`src/rtl/pipeline_ctrl_if.sv`:
```
// Handshake bundle between the pipeline datapath and the hazard/sequencing
// controller. The master side owns the Decode/Execute/Memory fields; the
// slave side (the controller) owns the enables, flushes and mult/div status.
interface pipeline_ctrl_if;
  logic [4:0] rsD;
  logic [4:0] rtD;
  logic       branchD;
  logic       jrD;
  logic       branch_takenD;
  logic       md_useD;
  logic [4:0] writeregE;
  logic       regwriteE;
  logic       memtoregE;
  logic [4:0] writeregM;
  logic       memtoregM;
  logic       md_startE;
  logic       md_divE;

  logic       pc_en;
  logic       ifid_en;
  logic       ifid_flush;
  logic       idex_flush;
  logic       md_busy;
  logic       md_done;

  modport master (
    output rsD, rtD, branchD, jrD, branch_takenD, md_useD,
           writeregE, regwriteE, memtoregE, writeregM, memtoregM,
           md_startE, md_divE,
    input  pc_en, ifid_en, ifid_flush, idex_flush, md_busy, md_done
  );

  modport slave (
    input  rsD, rtD, branchD, jrD, branch_takenD, md_useD,
           writeregE, regwriteE, memtoregE, writeregM, memtoregM,
           md_startE, md_divE,
    output pc_en, ifid_en, ifid_flush, idex_flush, md_busy, md_done
  );
endinterface

```
`src/rtl/pipeline_ctrl.sv`:
```
// Hazard and sequencing controller for the 5-stage pipeline.
// Stalls Decode on load-use, branch/jr operand and HI/LO-busy hazards and
// owns the busy counter of the multi-cycle mult/div unit.
// Optional: define PIPELINE_CTRL_BRANCH_FLUSH_EN to squash the instruction
// fetched after a taken branch/jump (no delay slot); otherwise ifid_flush is 0.
//
// state | meaning
// ------+-------------------------------------------------------------
// IDLE  | mult/div unit free; a md_startE loads the cycle count
// BUSY  | mult/div in flight; cnt counts down, leaving on cnt==1
module pipeline_ctrl #(
  parameter int MULT_CYCLES = 5,
  parameter int DIV_CYCLES  = 32,
  parameter int CNT_W       = 6
) (
  input logic            clk,
  input logic            rst,
  pipeline_ctrl_if.slave bus
);

  typedef enum logic {IDLE = 1'b0, BUSY = 1'b1} md_state_t;

  localparam logic [CNT_W-1:0] MULT_LOAD = CNT_W'(MULT_CYCLES);
  localparam logic [CNT_W-1:0] DIV_LOAD  = CNT_W'(DIV_CYCLES);
  localparam logic [CNT_W-1:0] CNT_ONE   = CNT_W'(1);

  md_state_t        state;
  logic [CNT_W-1:0] cnt;
  logic             done_q;
  logic             busy;

  logic lw_stall;
  logic br_stall;
  logic md_stall;
  logic stall;

  // Register index 0 is hardwired to zero, so it never creates a dependency.
  function automatic logic reg_hit(input logic [4:0] dst,
                                   input logic [4:0] a,
                                   input logic [4:0] b);
    return (dst != 5'd0) && ((dst == a) || (dst == b));
  endfunction

  assign busy = (state == BUSY);

  // Hazard detection: any one of the three terms freezes PC/if_id and bubbles id_ex.
  always_comb begin
    lw_stall = bus.memtoregE & bus.regwriteE & reg_hit(bus.writeregE, bus.rsD, bus.rtD);
    br_stall = (bus.branchD | bus.jrD) &
               ((bus.regwriteE & reg_hit(bus.writeregE, bus.rsD, bus.rtD)) |
                (bus.memtoregM & reg_hit(bus.writeregM, bus.rsD, bus.rtD)));
    // md_startE is included so a consumer right behind the mult/div waits
    // even though busy only rises on the following cycle.
    md_stall = bus.md_useD & (busy | bus.md_startE);
    stall    = lw_stall | br_stall | md_stall;
  end

  assign bus.pc_en      = ~stall;
  assign bus.ifid_en    = ~stall;
  assign bus.idex_flush = stall;
`ifdef PIPELINE_CTRL_BRANCH_FLUSH_EN
  // A stall takes priority; the branch is re-evaluated once Decode advances.
  assign bus.ifid_flush = bus.branch_takenD & ~stall;
`else
  assign bus.ifid_flush = 1'b0;
`endif
  assign bus.md_busy    = busy;
  assign bus.md_done    = done_q;

  // Mult/div busy sequencer: load count on start, count down, pulse done on exit.
  always_ff @(posedge clk or negedge rst) begin
    if (!rst) begin
      state  <= IDLE;
      cnt    <= '0;
      done_q <= 1'b0;
    end else begin
      done_q <= 1'b0;
      case (state)
        IDLE: begin
          if (bus.md_startE) begin
            cnt   <= bus.md_divE ? DIV_LOAD : MULT_LOAD;
            state <= BUSY;
          end
        end
        BUSY: begin
          // A start seen here is illegal (md_stall prevents it) and is ignored.
          if (cnt == CNT_ONE) begin
            cnt    <= '0;
            state  <= IDLE;
            done_q <= 1'b1;
          end else begin
            cnt <= cnt - CNT_ONE;
          end
        end
        default: begin
          cnt   <= '0;
          state <= IDLE;
        end
      endcase
    end
  end

endmodule

```
`src/flat_wrapper.sv`:
```
// flat-port wrapper written by rule: the top's interface ports become plain ports
module pipeline_ctrl_flat 
#(
  parameter int MULT_CYCLES = 5,
  parameter int DIV_CYCLES  = 32,
  parameter int CNT_W       = 6
)
  (clk, rst, bus_rsD, bus_rtD, bus_branchD, bus_jrD, bus_branch_takenD, bus_md_useD, bus_writeregE, bus_regwriteE, bus_memtoregE, bus_writeregM, bus_memtoregM, bus_md_startE, bus_md_divE, bus_pc_en, bus_ifid_en, bus_ifid_flush, bus_idex_flush, bus_md_busy, bus_md_done);
  pipeline_ctrl_if bus_i ();
  input logic clk;
  input logic rst;
  input wire logic [$bits(bus_i.rsD)-1:0] bus_rsD;
  input wire logic [$bits(bus_i.rtD)-1:0] bus_rtD;
  input wire logic [$bits(bus_i.branchD)-1:0] bus_branchD;
  input wire logic [$bits(bus_i.jrD)-1:0] bus_jrD;
  input wire logic [$bits(bus_i.branch_takenD)-1:0] bus_branch_takenD;
  input wire logic [$bits(bus_i.md_useD)-1:0] bus_md_useD;
  input wire logic [$bits(bus_i.writeregE)-1:0] bus_writeregE;
  input wire logic [$bits(bus_i.regwriteE)-1:0] bus_regwriteE;
  input wire logic [$bits(bus_i.memtoregE)-1:0] bus_memtoregE;
  input wire logic [$bits(bus_i.writeregM)-1:0] bus_writeregM;
  input wire logic [$bits(bus_i.memtoregM)-1:0] bus_memtoregM;
  input wire logic [$bits(bus_i.md_startE)-1:0] bus_md_startE;
  input wire logic [$bits(bus_i.md_divE)-1:0] bus_md_divE;
  output wire logic [$bits(bus_i.pc_en)-1:0] bus_pc_en;
  output wire logic [$bits(bus_i.ifid_en)-1:0] bus_ifid_en;
  output wire logic [$bits(bus_i.ifid_flush)-1:0] bus_ifid_flush;
  output wire logic [$bits(bus_i.idex_flush)-1:0] bus_idex_flush;
  output wire logic [$bits(bus_i.md_busy)-1:0] bus_md_busy;
  output wire logic [$bits(bus_i.md_done)-1:0] bus_md_done;
  assign bus_i.rsD = bus_rsD;
  assign bus_i.rtD = bus_rtD;
  assign bus_i.branchD = bus_branchD;
  assign bus_i.jrD = bus_jrD;
  assign bus_i.branch_takenD = bus_branch_takenD;
  assign bus_i.md_useD = bus_md_useD;
  assign bus_i.writeregE = bus_writeregE;
  assign bus_i.regwriteE = bus_regwriteE;
  assign bus_i.memtoregE = bus_memtoregE;
  assign bus_i.writeregM = bus_writeregM;
  assign bus_i.memtoregM = bus_memtoregM;
  assign bus_i.md_startE = bus_md_startE;
  assign bus_i.md_divE = bus_md_divE;
  assign bus_pc_en = bus_i.pc_en;
  assign bus_ifid_en = bus_i.ifid_en;
  assign bus_ifid_flush = bus_i.ifid_flush;
  assign bus_idex_flush = bus_i.idex_flush;
  assign bus_md_busy = bus_i.md_busy;
  assign bus_md_done = bus_i.md_done;
  pipeline_ctrl #(.MULT_CYCLES(MULT_CYCLES), .DIV_CYCLES(DIV_CYCLES), .CNT_W(CNT_W)) u_core (.clk(clk), .rst(rst), .bus(bus_i));
endmodule
```
`config.mk`:
```
export PLATFORM = sky130hd
export DESIGN_NAME = pipeline_ctrl_flat
export DESIGN_NICKNAME = d
export VERILOG_FILES = /design/src/rtl/pipeline_ctrl_if.sv /design/src/rtl/pipeline_ctrl.sv /design/src/flat_wrapper.sv
export SDC_FILE = /design/constraint.sdc
export NUM_CORES = 1
export LEC_CHECK = 0
export CAP_MARGIN = 20
export CORE_UTILIZATION = 44
export CTS_BUF_LIST = sky130_fd_sc_hd__clkbuf_4 sky130_fd_sc_hd__clkbuf_8
export CTS_CLUSTER_DIAMETER = 80
export DETAILED_ROUTE_END_ITERATION = 10
export GPL_TIMING_DRIVEN = 0
export PLACE_DENSITY = 0.87
export SYNTH_ARGS = -nofsm -noshare
export SYNTH_HDL_FRONTEND = slang
export SYNTH_SLANG_ARGS = --single-unit
```
`constraint.sdc`:
```
create_clock -name clk -period 2.7 [get_ports clk]
set_clock_uncertainty 0.1 [all_clocks]
set_input_delay 0.54 -clock clk [delete_from_list [all_inputs] [get_ports clk]]
set_output_delay 0.54 -clock clk [all_outputs]
set_load 0.02 [all_outputs]
```
-- Yosys cells after proc, flatten, opt, wreduce, memory -nomap -nowiden
Index checks and enable logic that the tools add are counted.
- add/subtract/negate cells: 1
- eq/ne operators: 6
- multiplexer cells: 9
- bitwise operators: 13
- reductions and logical operators: 6
- operator list (kind ; number):
    5-bit equality test ; 4
    6-bit two-way mux ; 3
    6-bit one-hot mux with 2 select lines ; 1
    5-bit nonzero test ; 2
    1-bit bitwise AND ; 6
    6-bit by 1-bit equality test with 1-bit output (second input constant) ; 1
    6-bit by 1-bit subtractor with 6-bit output (second input constant) ; 1
    1-bit OR ; 5
    1-bit two-way mux ; 4
    1-bit logical AND ; 2
    1-bit logical OR ; 2
    2-bit inequality test (second input constant) ; 1
    1-bit inverter ; 2
    1-bit one-hot mux with 2 select lines ; 1
- register bits after elaboration: 8
- input port bits: 31
- output and inout bits: 6
- logic and storage cells: 38

-- Depth between registers and ports, before layout
Gate-level depths: netlist of run 1.
- word-level depth: 9
- depth in mapped cells: 6
- depth with buffers taken out: 6

-- Worst setup path before layout of run 1
OpenSTA, ideal clock, no wires.
- kind: in2out
- start: input port bus_writeregM[0]
- end: output port bus_pc_en
- arrival: 1725 ps
- data required time: 2060 ps
- slack: 335 ps
- cell stages on the path: 4
- path buffers: 1
- cells stage by stage: or4_4 -> o221ai_2 -> o221a_1 -> buf_4
- cells in the longest elaborated chain, start to end: 9
- elaborated cells on any way between the ends: 11
- classes of those cells: 2 x eq/ne; 6 x bitwise; 3 x reduce/logical
- RTL lines (item ; line ; source):
    start: declaration ; flat_wrapper.sv:21 ; input wire logic [$bits(bus_i.writeregM)-1:0] bus_writeregM;
    5-bit equality test ; pipeline_ctrl.sv:41 ; return (dst != 5'd0) && ((dst == a) || (dst == b));
    1-bit logical OR ; pipeline_ctrl.sv:41 ;
    1-bit logical AND * ; pipeline_ctrl.sv:41 ;
    1-bit bitwise AND * ; pipeline_ctrl.sv:51 ; (bus.memtoregM & reg_hit(bus.writeregM, bus.rsD, bus.rtD)));
    1-bit OR * ; pipeline_ctrl.sv:50 ; ((bus.regwriteE & reg_hit(bus.writeregE, bus.rsD, bus.rtD)) |
    1-bit bitwise AND * ; pipeline_ctrl.sv:49 ; br_stall = (bus.branchD | bus.jrD) &
    1-bit OR * (2 in series) ; pipeline_ctrl.sv:55 ; stall = lw_stall | br_stall | md_stall;
    1-bit inverter * ; n/a ;
    end: declaration ; flat_wrapper.sv:25 ; output wire logic [$bits(bus_i.pc_en)-1:0] bus_pc_en;
Mark *: on every way between the ends. The rest lies on a longest branch, timed or not.

-- Worst setup path in the final report of run 1
- start: input port bus_rsD[1]
- end: output port bus_pc_en
- cells in the longest elaborated chain, start to end: 9
- elaborated cells on any way between the ends: 14
- classes of those cells: 2 x eq/ne; 8 x bitwise; 4 x reduce/logical
- RTL lines (item ; line ; source):
    start: declaration ; flat_wrapper.sv:12 ; input wire logic [$bits(bus_i.rsD)-1:0] bus_rsD;
    5-bit equality test ; pipeline_ctrl.sv:41 ;
    1-bit logical OR ; pipeline_ctrl.sv:41 ;
    1-bit logical AND ; pipeline_ctrl.sv:41 ;
    1-bit bitwise AND, on equally long branches ; pipeline_ctrl.sv:50, pipeline_ctrl.sv:51 ;
    1-bit OR ; pipeline_ctrl.sv:50 ;
    1-bit bitwise AND ; pipeline_ctrl.sv:49 ;
    1-bit OR * (2 in series) ; pipeline_ctrl.sv:55 ;
    1-bit inverter * ; pipeline_ctrl.sv:58 ; assign bus.pc_en = ~stall;
Marked as above.

==> flow_metrics.tcl, run 1 <==
set metrics [dict create \
    status "finished clean" \
    fin_crit_ps 2630 \
    synth_cell_type_count 29 \
    cp_max_fo 2 \
    placed_area_um2 1100 \
    die_area_um2 1850 \
    clock_latency_ps 260 \
    crit_required_ps 2060 \
    max_cap_violations 0 \
    critical_path_class "in -> out" \
    synth_area_leaders "dfrtp_1, xor2_1, nor2_1" \
    yosysSeqAreaShare_pct 27.0 \
    syn_area_um2 742 \
    gr-total-overflow 0 \
    drive_gt1_share_pct 13.4 \
    maxSlewHeadroom_pct 67.5 \
    synth_top_area_share_pct 27.0 \
    drc 0 \
    syn_nets 123 \
    ant_nets 0 \
    grt_pass1_wl_um 2950 \
    yosys_register_bits 8 \
    syn2layout_area_growth_pct 51.4 \
    die_h_um 43.1 \
    fmax_ghz 0.380 \
    via_count 778 \
    cts_made_buffers 3 \
    worstSetupEndpointType "primary output" \
    dr.pass1.iters 4 \
    grt_pass1_vias 675 \
    wire_per_inst_um 13.7 \
    cp_common_cell "buf_4" \
    drv_slew 0 \
    vias_per_cell 5.44 \
    cpLargestDelayFamily "buffers and inverters" \
    initial_core_util_pct 48.1 \
    holdCritPathClass "reg -> reg" \
    cts_root_buf "clkbuf_4" \
    setup_viol 0 \
    routed_wl_um 1960 \
    grt_usage_pct 21.9 \
    timing.critical_path.cells "clkdlybuf4s50_1 -> xor2_1 -> nor3_2 -> a22oi_2 -> o221a_1 -> buf_4 -> buf_4" \
    slowest_stage "clkdlybuf4s50_1" \
    rows 14 \
    rsz0062_at_grt "no" \
    hpwlAfterDp_um 1570 \
    layout_setup_ws_ps 70.0 \
    power.leakage_nw 0.506 \
    worstMarginPinSlew_ps 482 \
    peakVddDrop_uv 578 \
    port-buffer-count 34 \
    die_width_um 43.1 \
    cts_tree "done" \
    final_nets 162 \
    antenna_found_initial 0 \
    path_clk_slew_ps 50 \
    dr.first_iter.drc_count 9 \
    grt_start_max_net_pins 11 \
    slowest_delay_ps 450 \
    startpoint_type "primary input" \
    core_um2 1540 \
    yosysWarnings 0 \
    place_congestion 0.813 \
    p_per_area_nw_per_um2 622 \
    io_pins 37 \
    whs_ps 402 \
    pre_cts_ws_ps -605 \
    diodes 0 \
    arrival_ps 1990 \
    synth_cells 90 \
    clockBufferDepth 2 \
    yosysTopAreaCell "dfrtp_1" \
    hold_violations 0 \
    period_share_pct 97.4 \
    post_synth.cell_area_avg_um2 8.24 \
    cts_setup_buffers 0 \
    crit_buf_inv 3 \
    cts_sinks 8 \
    htreeDepth 1 \
    final_cell_area_um2 1120 \
]
-- worst paths after layout --
| check | start | slack (ps) | endpoint | depth (start not counted) |
|---|---|---|---|---|
| setup / recovery | bus_rsD[1] | 70 | bus_pc_en | 7 |
| hold / removal | u_core.cnt[4]$_DFFE_PN0N_ | 400 | u_core.cnt[4]$_DFFE_PN0N_ | 1 |
| setup reg to reg | u_core.cnt[0]$_DFFE_PN0N_ | 1190 | u_core.cnt[3]$_DFFE_PN0N_ | 5 |
| hold reg to reg | u_core.cnt[4]$_DFFE_PN0N_ | 400 | u_core.cnt[4]$_DFFE_PN0N_ | 1 |
| max in group asynchronous | rst | 1780 | u_core.cnt[0]$_DFFE_PN0N_ | 1 |
| min in group asynchronous | rst | 450 | u_core.bus.md_done$_DFF_PN0_ | 1 |
-- state kept, by name (all words and copies together) (netlist names) --
| name | flops |
|---|---|
| u_core.bus.md_done | 1 |
| u_core.cnt | 6 |
| u_core.bus.md_busy | 1 |
-- synth_stat cells --
master and count:
nor2b_1 1, o21ai_0 2, and2_1 1, xor2_1 21, inv_1 5, mux2i_1 1, o221ai_2 1, nor2_1 11
nand2b_1 1, o31ai_1 1, o2bb2ai_1 1, or4_4 1, and3_1 1, a31oi_1 1, conb_1 1, a22oi_1 2
o221a_1 1, nand2_1 5, buf_2 1, nand3_1 1, nor3_1 7, a21boi_2 1, o221ai_1 1, ha_1 2
dfrtp_1 8, o22ai_1 1, o311ai_0 1, a21oi_1 7, buf_4 2
-- placed cells by master, fill, tap and decap left out, types with 3 or more instances in the layout --
cell type        synthesis  layout
a21oi_1                  7       7
buf_2                    1       3
buf_4                    2       3
clkbuf_4                 0       3
clkdlybuf4s50_1          0      17
dfrtp_1                  8       8
dlygate4sd2_1            0      13
inv_1                    5       5
nand2_1                  5       5
nor2_1                  11      11
nor3_1                   7       4
nor3_2                   0       3
xor2_1                  21      21
-- repair_timing --
action                     in CTS  in global routing
setup endpoints to repair       3                  3
pin swaps                       6                  4
resized for setup              26                  7
hold buffers                    0                  0
-- logic make-up (layout without fill, tap and decap cells) --
family,count (synthesis),count (layout),share of synthesized area (%)
flip-flops,8,8,27.0
adder cells (fa/ha/maj),2,2,3.37
AO/OA/AOI/OAI,20,20,19.4
buffers and inverters,8,45,5.23
multiplexers,1,1,1.35
XOR/XNOR,21,21,24.8
AND/OR/NAND/NOR,29,29,18.4
other,1,1,0.505
-- area by class of cell --
| cell class | instances | area (µm²) |
|---|---|---|
| Clock buffer | 3 | 22.5 |
| Inverter | 5 | 18.8 |
| Buffer | 3 | 20.0 |
| Timing Repair Buffer | 34 | 314 |
| Sequential cell | 8 | 200 |
| Tap cell | 16 | 20.0 |
| Fill cell | 121 | 418 |
| Multi-Input combinational cell | 74 | 528 |
-- where the power goes --
| group | switching, mW | total [mW] | internal [mW] |
|---|---|---|---|
| Clock | 0.0400 | 0.0908 | 0.0508 |
| Combinational | 0.204 | 0.386 | 0.183 |
| Sequential | 0.0456 | 0.221 | 0.176 |
-- per-stage QoR --
step / setup TNS, ps / util (%) / power [mW] / instances
after floorplan: 0 / - / 0.475 / 90
after global placement: -1460 / 71.5 / 0.593 / 140
after detailed placement: -1560 / 71.5 / 0.612 / 140
after CTS: 0 / 72.4 / 0.699 / 143
after global routing: 0 / 72.9 / 0.764 / 143
final: 0 / 72.9 / 0.699 / 143
-- routing by layer --
metal  GRT usage (%)  part of all wire (%)
met4            1.82                     0
met2            36.7                    51
met1            28.3                    43
met3            8.09                   5.6
met5               0                     0
Note: power is estimated with default switching activity, not from simulation.
==> run 2, diff against run 1 <==
--- a/config.mk
+++ b/config.mk
@@ -6,6 +6,7 @@
 export NUM_CORES = 1
 export LEC_CHECK = 0
 export CAP_MARGIN = 20
+export CORE_MARGIN = 2
 export CORE_UTILIZATION = 44
 export CTS_BUF_LIST = sky130_fd_sc_hd__clkbuf_4 sky130_fd_sc_hd__clkbuf_8
 export CTS_CLUSTER_DIAMETER = 80
==> run 2 against run 1 <==
Sequential power about the same. Highest routed layer is now met4. Critical path depth unchanged. Utilization increased by 0.81 points. Non-clock buffer count did not move. Setup slack worse by 29 ps. Power is 1.4% higher. Clock power hardly changed. Sequential cell count stayed put.
==> flow_metrics.tcl, run 2 (synthesis results as in run 1) <==
set metrics [dict create \
    status "finished clean" \
    crit_required_ps 2060 \
    crit_buf_inv 3 \
    clock_latency_ps 250 \
    diodes 0 \
    worstSetupEndpointType "primary output" \
    dr.pass1.iters 4 \
    via_count 767 \
    grt_pass1_wl_um 3440 \
    vias_per_cell 5.36 \
    initial_core_util_pct 48.1 \
    fmax_ghz 0.376 \
    grt_start_max_net_pins 11 \
    crit_end "bus_pc_en" \
    die_area_um2 2030 \
    regToRegSetupSlack_ps 1170 \
    die_width_um 45.1 \
    holdCritPathClass "reg -> reg" \
    r2r_start "u_core.cnt[4]$_DFFE_PN0N_" \
    final_nets 162 \
    regMostFlops "u_core.cnt" \
    port-buffer-count 34 \
    die_h_um 45.1 \
    path_clk_slew_ps 50 \
    timing.critical_path.cells "clkdlybuf4s50_1 -> xor2_1 -> nor3_1 -> a22oi_2 -> o221a_1 -> buf_4 -> buf_4" \
    hold_violations 0 \
    maxSlewHeadroom_pct 66.9 \
    slowest_stage "clkdlybuf4s50_1" \
    htreeDepth 1 \
    r2r_end "u_core.cnt[5]$_DFFE_PN0N_" \
    worst-path-stages 7 \
    syn2layout_area_growth_pct 53.1 \
    startpoint_type "primary input" \
    gr-total-overflow 0 \
    final_cell_mix "xor2_1, clkdlybuf4s50_1, nor2_1, dlygate4sd2_1, dfrtp_1" \
    slowest_delay_ps 460 \
    setup_viol 0 \
    cts_root_buf "clkbuf_4" \
    clockBufferDepth 2 \
    worstMarginPinSlew_ps 493 \
    routed_wl_um 2070 \
    arrival_ps 2020 \
    critical_path_class "in -> out" \
    hpwlAfterDp_um 1730 \
    cts_tree "done" \
    place_congestion 0.834 \
    cp_max_fo 2 \
    drc 0 \
    drv_slew 0 \
    io_pins 37 \
    antenna_found_initial 0 \
    rr_worst_depth 4 \
    rows 14 \
    holdBufCountCts 0 \
    cp_common_cell "buf_4" \
    ff_latch_area_um2 200 \
    layout_commonest_cell "xor2_1" \
    post-place-cells 140 \
    cts_made_buffers 3 \
    core_um2 1540 \
    cts_setup_buffers 0 \
    placed_area_um2 1100 \
    cpLargestDelayFamily "buffers and inverters" \
    p_per_area_nw_per_um2 623 \
    power.leakage_nw 0.522 \
    max_cap_violations 0 \
    dr.first_iter.drc_count 16 \
    cp-startpoint "bus_rtD[0]" \
    largest_register_ffs 6 \
    ant_nets 0 \
    wire_per_inst_um 14.5 \
    multiInputGateArea_um2 528 \
    fin_crit_ps 2660 \
    final_cell_area_um2 1140 \
    fin_cells 143 \
    cts_sinks 8 \
    grt_usage_pct 23.8 \
    drive_gt1_share_pct 12.6 \
    fillCellCount 110 \
    period_share_pct 98.5 \
    peakVddDrop_uv 538 \
    grt_pass1_vias 779 \
]
-- run 2: where the power goes --
| part | switching, mW | internal [mW] | total, mW |
|---|---|---|---|
| Clock | 0.0400 | 0.0508 | 0.0908 |
| Combinational | 0.211 | 0.184 | 0.395 |
| Sequential | 0.0465 | 0.176 | 0.222 |
| Total | 0.297 | 0.411 | 0.708 |
-- run 2: how the worst min path moves through the flow --
| stage | startpoint | endpoint | slack, ps | cells past startpoint |
|---|---|---|---|---|
| after floorplan | rst | u_core.bus.md_busy$_DFF_PN0_ | 140 | 0 |
| final | u_core.cnt[4]$_DFFE_PN0N_ | u_core.cnt[4]$_DFFE_PN0N_ | 410 | 1 |
| after CTS | u_core.cnt[4]$_DFFE_PN0N_ | u_core.cnt[4]$_DFFE_PN0N_ | 410 | 1 |
| after global placement | u_core.cnt[4]$_DFFE_PN0N_ | u_core.cnt[4]$_DFFE_PN0N_ | 390 | 1 |
| after detailed placement | u_core.cnt[4]$_DFFE_PN0N_ | u_core.cnt[4]$_DFFE_PN0N_ | 400 | 1 |
| after global routing | u_core.cnt[4]$_DFFE_PN0N_ | u_core.cnt[4]$_DFFE_PN0N_ | 430 | 1 |
-- run 2: worst register-to-register path: stages (launching register included) --
cell and delay [ps]:
dfrtp_1 400, nor3_1 430, a21boi_2 200, a31oi_1 180, o21ai_0 90
-- run 2: cell type report --
cell class / count / share of cell area [%]
tap: 16 / 1.76
sequential: 8 / 17.6
inverter: 5 / 1.65
timing repair buffer: 34 / 28.7
clock buffer: 3 / 1.98
buffer: 3 / 1.76
multi-input combinational: 74 / 46.5
-- run 2: routing by layer --
layer	vias up	wire length (µm)	GRT usage, %
li1	387	-	-
met1	356	898	30.8
met2	22	1050	40.3
met3	2	120	6.80
met4	0	8	2.94
met5	-	0	0
-- run 2: repair_timing --
| item | CTS | global route |
|---|---|---|
| resized for setup | 21 | 10 |
| setup endpoints to repair | 3 | 3 |
| pin swaps | 9 | 4 |
| gates cloned | 0 | 0 |
-- run 2: through the flow --
step / power [mW] / setup WS [ps] / hold slack, ps / TNS (ps) / utilization [%]
floorplan: 0.475 / 335 / 144 / 0 / -
global placement: 0.595 / -587 / 385 / -1450 / 71.5
detailed placement: 0.621 / -582 / 404 / -1440 / 71.5
CTS: 0.705 / 0.606 / 411 / 0 / 72.2
global route: 0.779 / -20.2 / 430 / -20.2 / 73.7
finish: 0.708 / 41.1 / 410 / 0 / 73.7
